$ cat src/rtl/multicycle_core_if.sv
// multicycle_core_if: instruction and data memory req/ack buses between core (master) and memories (slave)
interface multicycle_core_if #(
    parameter int ADDR_W = 16,
    parameter int DATA_W = 32
);
    logic              imem_req;
    logic [ADDR_W-1:0] imem_addr;
    logic              imem_ack;
    logic [31:0]       imem_rdata;
    logic              dmem_req;
    logic              dmem_we;
    logic [ADDR_W-1:0] dmem_addr;
    logic [DATA_W-1:0] dmem_wdata;
    logic              dmem_ack;
    logic [DATA_W-1:0] dmem_rdata;

    modport master (
        output imem_req, imem_addr, dmem_req, dmem_we, dmem_addr, dmem_wdata,
        input  imem_ack, imem_rdata, dmem_ack, dmem_rdata
    );

    modport slave (
        input  imem_req, imem_addr, dmem_req, dmem_we, dmem_addr, dmem_wdata,
        output imem_ack, imem_rdata, dmem_ack, dmem_rdata
    );
endinterface

$ cat src/rtl/multicycle_core.sv
// multicycle_core: FETCH/DECODE/EXEC/MEM/WB multi-cycle core on req/ack memories; define CORE_PERF_CNT_EN for perf counters
module multicycle_core #(
    parameter int                DATA_W   = 32,
    parameter int                NUM_REGS = 32,
    parameter int                ADDR_W   = 16,
    parameter logic [ADDR_W-1:0] RESET_PC = '0
) (
    input  logic              clock,
    input  logic              reset,
    multicycle_core_if.master bus,
    output logic              halted,
    output logic              retire,
    output logic [ADDR_W-1:0] dbg_pc,
    output logic              dbg_wb_we,
    output logic [4:0]        dbg_wb_addr,
    output logic [DATA_W-1:0] dbg_wb_data
`ifdef CORE_PERF_CNT_EN
    ,
    output logic [31:0]       perf_cycles,
    output logic [31:0]       perf_retired
`endif
);
    localparam int RI = $clog2(NUM_REGS);
    localparam logic [1:0] T_ALU = 2'b00, T_MEM = 2'b01, T_BR = 2'b10, T_HALT = 2'b11;

    typedef enum logic [2:0] {FETCH, DECODE, EXEC, MEM, WB, HALT} state_t;

    state_t            state, state_nx;
    logic [31:0]       ir;
    logic [ADDR_W-1:0] pc, pc_inc;
    logic              flag_n, flag_z;
    logic [DATA_W-1:0] regs [NUM_REGS];
    logic [DATA_W-1:0] a_q, b_q, d_q, res_q, ld_q;
    logic [3:0]        cond;
    logic [1:0]        ty, op, alu_op;
    logic              imm_en, set_flags, l_bit, cond_ok, wb_we, wb_link;
    logic [4:0]        rd, rh, ro, wb_addr;
    logic [DATA_W-1:0] imm, rh_val, ro_val, rd_val, alu, wb_data;

    assign {cond, ty, imm_en, op, set_flags, l_bit, rd, rh, ro} = ir[31:6];
    assign imm     = {{(DATA_W-11){ir[10]}}, ir[10:0]};
    assign pc_inc  = pc + ADDR_W'(1);
    assign rh_val  = (32'(rh) < NUM_REGS) ? regs[rh[RI-1:0]] : '0;
    assign ro_val  = (32'(ro) < NUM_REGS) ? regs[ro[RI-1:0]] : '0;
    assign rd_val  = (32'(rd) < NUM_REGS) ? regs[rd[RI-1:0]] : '0;
    assign cond_ok = (cond == 4'd0) | ((cond == 4'd1) & flag_z) | ((cond == 4'd2) & ~flag_z)
                   | ((cond == 4'd3) & flag_n) | ((cond == 4'd4) & ~flag_n);
    assign alu_op  = (ty == T_ALU) ? op : 2'b00;
    assign alu     = (alu_op == 2'd0) ? a_q + b_q :
                     (alu_op == 2'd1) ? a_q - b_q :
                     (alu_op == 2'd2) ? a_q & b_q : a_q | b_q;

    // Next-state sequencing, bus requests, writeback selection and debug outputs
    always_comb begin
        state_nx = state;
        case (state)
            FETCH:   state_nx = bus.imem_ack ? DECODE : FETCH;
            DECODE:  state_nx = !cond_ok ? FETCH : (ty == T_HALT) ? HALT : EXEC;
            EXEC:    state_nx = (ty == T_MEM) ? MEM : WB;
            MEM:     state_nx = bus.dmem_ack ? WB : MEM;
            WB:      state_nx = FETCH;
            default: state_nx = HALT;
        endcase
        bus.imem_req   = (state == FETCH) & ~reset;
        bus.imem_addr  = bus.imem_req ? pc : '0;
        bus.dmem_req   = (state == MEM) & ~reset;
        bus.dmem_we    = bus.dmem_req & ~l_bit;
        bus.dmem_addr  = bus.dmem_req ? ADDR_W'(res_q) : '0;
        bus.dmem_wdata = bus.dmem_req ? d_q : '0;
        wb_link        = (ty == T_BR) & l_bit;
        wb_addr        = wb_link ? 5'(NUM_REGS - 1) : rd;
        wb_data        = (ty == T_ALU) ? res_q : (ty == T_MEM) ? ld_q : DATA_W'(pc_inc);
        wb_we          = (state == WB) & ((ty == T_ALU) | ((ty == T_MEM) & l_bit) | wb_link)
                       & (32'(wb_addr) < NUM_REGS);
        halted         = state == HALT;
        retire         = (state == WB) | ((state == DECODE) & ~cond_ok);
        dbg_pc         = pc;
        dbg_wb_we      = wb_we;
        dbg_wb_addr    = wb_we ? wb_addr : '0;
        dbg_wb_data    = wb_we ? wb_data : '0;
    end

    // FSM state register
    always_ff @(posedge clock or posedge reset) begin
        if (reset) state <= FETCH;
        else state <= state_nx;
    end

    // Datapath: instruction capture, operand latch, execute result, flags, load data and PC
    always_ff @(posedge clock or posedge reset) begin
        if (reset) begin
            pc     <= RESET_PC;
            ir     <= '0;
            flag_n <= 1'b0;
            flag_z <= 1'b0;
            a_q    <= '0;
            b_q    <= '0;
            d_q    <= '0;
            res_q  <= '0;
            ld_q   <= '0;
        end else begin
            if (state == FETCH && bus.imem_ack) ir <= bus.imem_rdata;
            if (state == DECODE) begin
                a_q <= rh_val;
                b_q <= imm_en ? imm : ro_val;
                d_q <= rd_val;
                if (!cond_ok) pc <= pc_inc;
            end
            if (state == EXEC) begin
                res_q <= alu;
                if (ty == T_ALU && set_flags) begin
                    flag_n <= alu[DATA_W-1];
                    flag_z <= alu == '0;
                end
            end
            if (state == MEM && bus.dmem_ack && l_bit) ld_q <= bus.dmem_rdata;
            if (state == WB) pc <= (ty == T_BR) ? ADDR_W'(res_q) : pc_inc;
        end
    end

    // Register file: single write port driven by writeback
    always_ff @(posedge clock or posedge reset) begin
        if (reset) begin
            for (int i = 0; i < NUM_REGS; i++) regs[i] <= '0;
        end else if (wb_we) begin
            regs[wb_addr[RI-1:0]] <= wb_data;
        end
    end

`ifdef CORE_PERF_CNT_EN
    // Performance counters: cycles stop advancing once halted, retires count every retire pulse
    always_ff @(posedge clock or posedge reset) begin
        if (reset) begin
            perf_cycles  <= '0;
            perf_retired <= '0;
        end else begin
            if (state != HALT) perf_cycles <= perf_cycles + 32'd1;
            if (retire) perf_retired <= perf_retired + 32'd1;
        end
    end
`endif
endmodule
$ cat src/flat_wrapper.sv
// flat-port wrapper written by rule: the top's interface ports become plain ports
module multicycle_core_flat 
#(
    parameter int                DATA_W   = 32,
    parameter int                NUM_REGS = 32,
    parameter int                ADDR_W   = 16,
    parameter logic [ADDR_W-1:0] RESET_PC = '0
)
  (clock, reset, halted, retire, dbg_pc, dbg_wb_we, dbg_wb_addr, dbg_wb_data, bus_imem_req, bus_imem_addr, bus_dmem_req, bus_dmem_we, bus_dmem_addr, bus_dmem_wdata, bus_imem_ack, bus_imem_rdata, bus_dmem_ack, bus_dmem_rdata);
  multicycle_core_if #(.ADDR_W(ADDR_W), .DATA_W(DATA_W)) bus_i ();
  input  logic clock;
  input  logic reset;
  output logic halted;
  output logic retire;
  output logic [ADDR_W-1:0] dbg_pc;
  output logic dbg_wb_we;
  output logic [4:0] dbg_wb_addr;
  output logic [DATA_W-1:0] dbg_wb_data;
  output wire logic [$bits(bus_i.imem_req)-1:0] bus_imem_req;
  output wire logic [$bits(bus_i.imem_addr)-1:0] bus_imem_addr;
  output wire logic [$bits(bus_i.dmem_req)-1:0] bus_dmem_req;
  output wire logic [$bits(bus_i.dmem_we)-1:0] bus_dmem_we;
  output wire logic [$bits(bus_i.dmem_addr)-1:0] bus_dmem_addr;
  output wire logic [$bits(bus_i.dmem_wdata)-1:0] bus_dmem_wdata;
  input wire logic [$bits(bus_i.imem_ack)-1:0] bus_imem_ack;
  input wire logic [$bits(bus_i.imem_rdata)-1:0] bus_imem_rdata;
  input wire logic [$bits(bus_i.dmem_ack)-1:0] bus_dmem_ack;
  input wire logic [$bits(bus_i.dmem_rdata)-1:0] bus_dmem_rdata;
  assign bus_imem_req = bus_i.imem_req;
  assign bus_imem_addr = bus_i.imem_addr;
  assign bus_dmem_req = bus_i.dmem_req;
  assign bus_dmem_we = bus_i.dmem_we;
  assign bus_dmem_addr = bus_i.dmem_addr;
  assign bus_dmem_wdata = bus_i.dmem_wdata;
  assign bus_i.imem_ack = bus_imem_ack;
  assign bus_i.imem_rdata = bus_imem_rdata;
  assign bus_i.dmem_ack = bus_dmem_ack;
  assign bus_i.dmem_rdata = bus_dmem_rdata;
  multicycle_core #(.DATA_W(DATA_W), .NUM_REGS(NUM_REGS), .ADDR_W(ADDR_W), .RESET_PC(RESET_PC)) u_core (.clock(clock), .reset(reset), .bus(bus_i), .halted(halted), .retire(retire), .dbg_pc(dbg_pc), .dbg_wb_we(dbg_wb_we), .dbg_wb_addr(dbg_wb_addr), .dbg_wb_data(dbg_wb_data));
endmodule
$ cat config.mk
export PLATFORM = sky130hd
export DESIGN_NAME = multicycle_core_flat
export DESIGN_NICKNAME = d
export VERILOG_FILES = /design/src/rtl/multicycle_core_if.sv /design/src/rtl/multicycle_core.sv /design/src/flat_wrapper.sv
export SDC_FILE = /design/constraint.sdc
export NUM_CORES = 2
export LEC_CHECK = 0
export BUFFER_PORTS_ARGS = -buffer_cell sky130_fd_sc_hd__buf_2
export CAP_MARGIN = 20
export CORE_MARGIN = 2
export CORE_UTILIZATION = 45
export CTS_CLUSTER_SIZE = 28
export DETAILED_ROUTE_END_ITERATION = 16
export PLACE_DENSITY = 0.69
export SYNTH_ARGS = -nofsm -noshare
export SYNTH_HDL_FRONTEND = slang
export SYNTH_SLANG_ARGS = --single-unit
$ cat constraint.sdc
create_clock -name clock -period 89.1 [get_ports clock]
set_input_delay 4.455 -clock clock [delete_from_list [all_inputs] [get_ports clock]]
set_output_delay 4.455 -clock clock [all_outputs]
set_load 0.01 [all_outputs]
==> impl_metrics.ini <==
[status]
status = finished clean

[global_routing]
grt_max_degree = 197
first_global_vias = 56268
gr-total-overflow = 0
grt_pass1_wl_mm = 371
antenna_found_initial = 11
track_usage = 0.296

[cts]
cts_tree = yes
cts_setup_buffers = 0
htreeDepth = 4
hold_buffers = 0
numCtsBuffers = 135
cts_resized = 0
cts_max_path_buffers = 3
root_buffer = clkbuf_16
clk_pin_slew_ns = 0.06
cts.sinks = 1237
clock_latency_ns = 0.82

[layout]
stdcell_count = 8623
utilization = 0.497
final_area_sq_um = 81900
drive_gt1_frac = 0.261
nFillCells = 14047
nNetsFinal = 6478
area_delta_synth_final_pct = 10.0

[critical_path]
criticalPathCategory = primary input to output pin
worst-path-buf-inv = 3
cp_cell_sequence = buf_2 > nor2_4 > buf_4 > and2_1 > buf_2
cp-start-kind = primary input
max_stage_delay_ns = 0.68
crit_path_end_kind = output pin
slowest_stage = buf_4
critPathTopFamily = buffers and inverters
crit_path_frequent_cell = buf_2
worstPathArrival_ns = 5.84
path_max_fanout = 59
critPathRequiredTime_ns = 84.64

[power_and_ir_drop]
p_per_area_nw_per_um2 = 15.1
power_mw = 1.23
peakVddDrop_uv = 22.5
power.leakage_nw = 32.9

[synth]
synth.avg_cell_area_sq_um = 11.4
yosys_warnings = 0
synth_top_cells_by_area = dfrtp_1, mux4_2, o21ai_0
ys_seq_area_frac = 0.416
yosysMostFrequentCell = nand2_1
synth.top_cell.area_share = 0.416
yosysUniqueCellTypes = 97
synth-seq-cells = 1237
synth.cell_area_sq_um = 74400
syn-num-nets = 6667
syn_inst = 6501
synth_common_cells = nand2_1, dfrtp_1, o21ai_0
async_flop_share = 1.00
synth_edf_count = 0
synth_area_leader_cell = dfrtp_1
synth_flop_cell = dfrtp_1

[floorplanning]
dieArea_sq_um = 169000
fp.dieH_um = 411
die_x_um = 411
core_sq_um = 165000
start_util = 0.452
pin_count = 191
rows = 149

[drt]
ant_nets = 0
via_per_inst = 6.70
remaining_drc_errors = 0
drtIter0Drc = 8138
drt_wl_total_mm = 251
dr.pass1.iters = 6
wl_per_cell_um = 29.1
vias = 57751

[timing]
setup_viol = 0
fin_tns_setup_ns = 0
min_period_over_period = 0.116
fin_crit_ns = 10.30
final_hold_viol_count = 0
rsz0062_at_grt = false
finalWorstSetupSlack_ns = 78.80
worstMarginPinSlew_ns = 1.22
fin_worst_skew_ns = 0.0478
final_max_slew_viol_count = 0
hold_slack_ns = 0.478
relSlewSlack = 0.186
fmax_ghz = 0.0971

[placement]
pre_cts_slack_ns = 78.88
gp_congestion = 0.892
dp_hpwl_mm = 146
portBuffers = 190
dp.cells = 8356
placed_area_sq_um = 77000

[hold_path]
hold_path_class = flop to flop

[flow_run]
maxCapViolations = 0
-- final timing paths --
path | cells past startpoint | from | end | slack (ns)
worst max-delay path | 5 | reset | bus_dmem_wdata[23] | 78.80
worst min-delay path | 2 | u_core.res_q[17] | u_core.res_q[17] | 0.48
worst max register to register | 7 | u_core.ir[6] | u_core.b_q[22] | 83.83
worst min register to register | 2 | u_core.res_q[17] | u_core.res_q[17] | 0.48
max in group asynchronous | 5 | reset | u_core.regs[566] | 82.27
min in group asynchronous | 2 | reset | u_core.ld_q[28] | 3.82
-- worst reg2reg max path, delay by kind of cell, from the launching register on --
kind                   cells  cell delay [ns]
buffers and inverters      3             2.26
flip-flops                 1             0.68
multiplexers               2             1.10
AO/OA/AOI/OAI              2             1.03
-- registers in the layout, summed over array words and instances, names as in the netlist --
name	count
u_core.regs	1024
u_core.a_q	32
u_core.b_q	32
u_core.d_q	32
u_core.ir	32
u_core.ld_q	32
u_core.res_q	32
u_core.dbg_pc	16
u_core.state	3
u_core.flag_n	1
u_core.flag_z	1
-- metal layers --
layer	vias up	routed length, um	GRT usage
met3	824	31700	0.0859
met1	29186	92600	0.393
li1	23848	-	-
met4	8	13800	0.148
met2	3885	113000	0.445
met5	-	57	0
-- kinds of logic (layout without fill, tap and decap cells) --
group                    after synthesis  after routing  synth area share
AND/OR/NAND/NOR                     1645           1645            0.0911
AO/OA/AOI/OAI                       1573           1573             0.118
flip-flops                          1237           1237             0.416
multiplexers                        1173           1173             0.317
buffers and inverters                753            670            0.0392
adder cells (fa/ha/maj)               99             99            0.0168
XOR/XNOR                              21             21           0.00247
other                                  0             16                 0
-- placed cells by master, fill, tap and decap left out, types with 11 or more instances in the layout --
cell type  count
mux2i_1      151
clkbuf_8      29
o211ai_1      16
nor3_1        20
inv_1        107
a211oi_1      14
a21oi_1       76
dfrtp_1     1219
nand2_4       33
mux4_2       938
nand2_1     1233
nor2_1       151
o31ai_1       12
nand3_1       23
buf_2        191
diode_2       16
ha_1          96
and2_1        70
bufinv_16     13
o22ai_1       30
o21ai_0     1223
nand2b_1      17
a221o_1       12
clkbuf_1      24
clkinv_2      20
mux2_2        83
xor2_1        11
a31oi_1       14
nor2b_1       14
a21oi_2       14
and3_1        21
o221ai_1      36
buf_4        107
dfrtp_4       12
clkbuf_16    140
a22oi_1       17
-- layout make-up --
type | count | area, sq um | share of cell area
Timing Repair Buffer | 314 | 2090 | 0.0255
Inverter | 113 | 432 | 0.00527
Sequential cell | 1237 | 31000 | 0.379
Antenna cell | 16 | 40.0 | 0.000489
Clock inverter | 50 | 661 | 0.00807
Clock buffer | 193 | 3990 | 0.0488
Multi-Input combinational cell | 4511 | 40900 | 0.500
Tap cell | 2189 | 2740 | 0.0334
-- report_power, final --
group / total, mW / switching [mW] / leakage (nW) / internal, mW
combinational: 0.0680 / 0.0451 / 13.4 / 0.0229
sequential: 0.569 / 0.00657 / 17.2 / 0.563
clock: 0.596 / 0.245 / 2.29 / 0.351
Power figures use the tool's default switching activity.
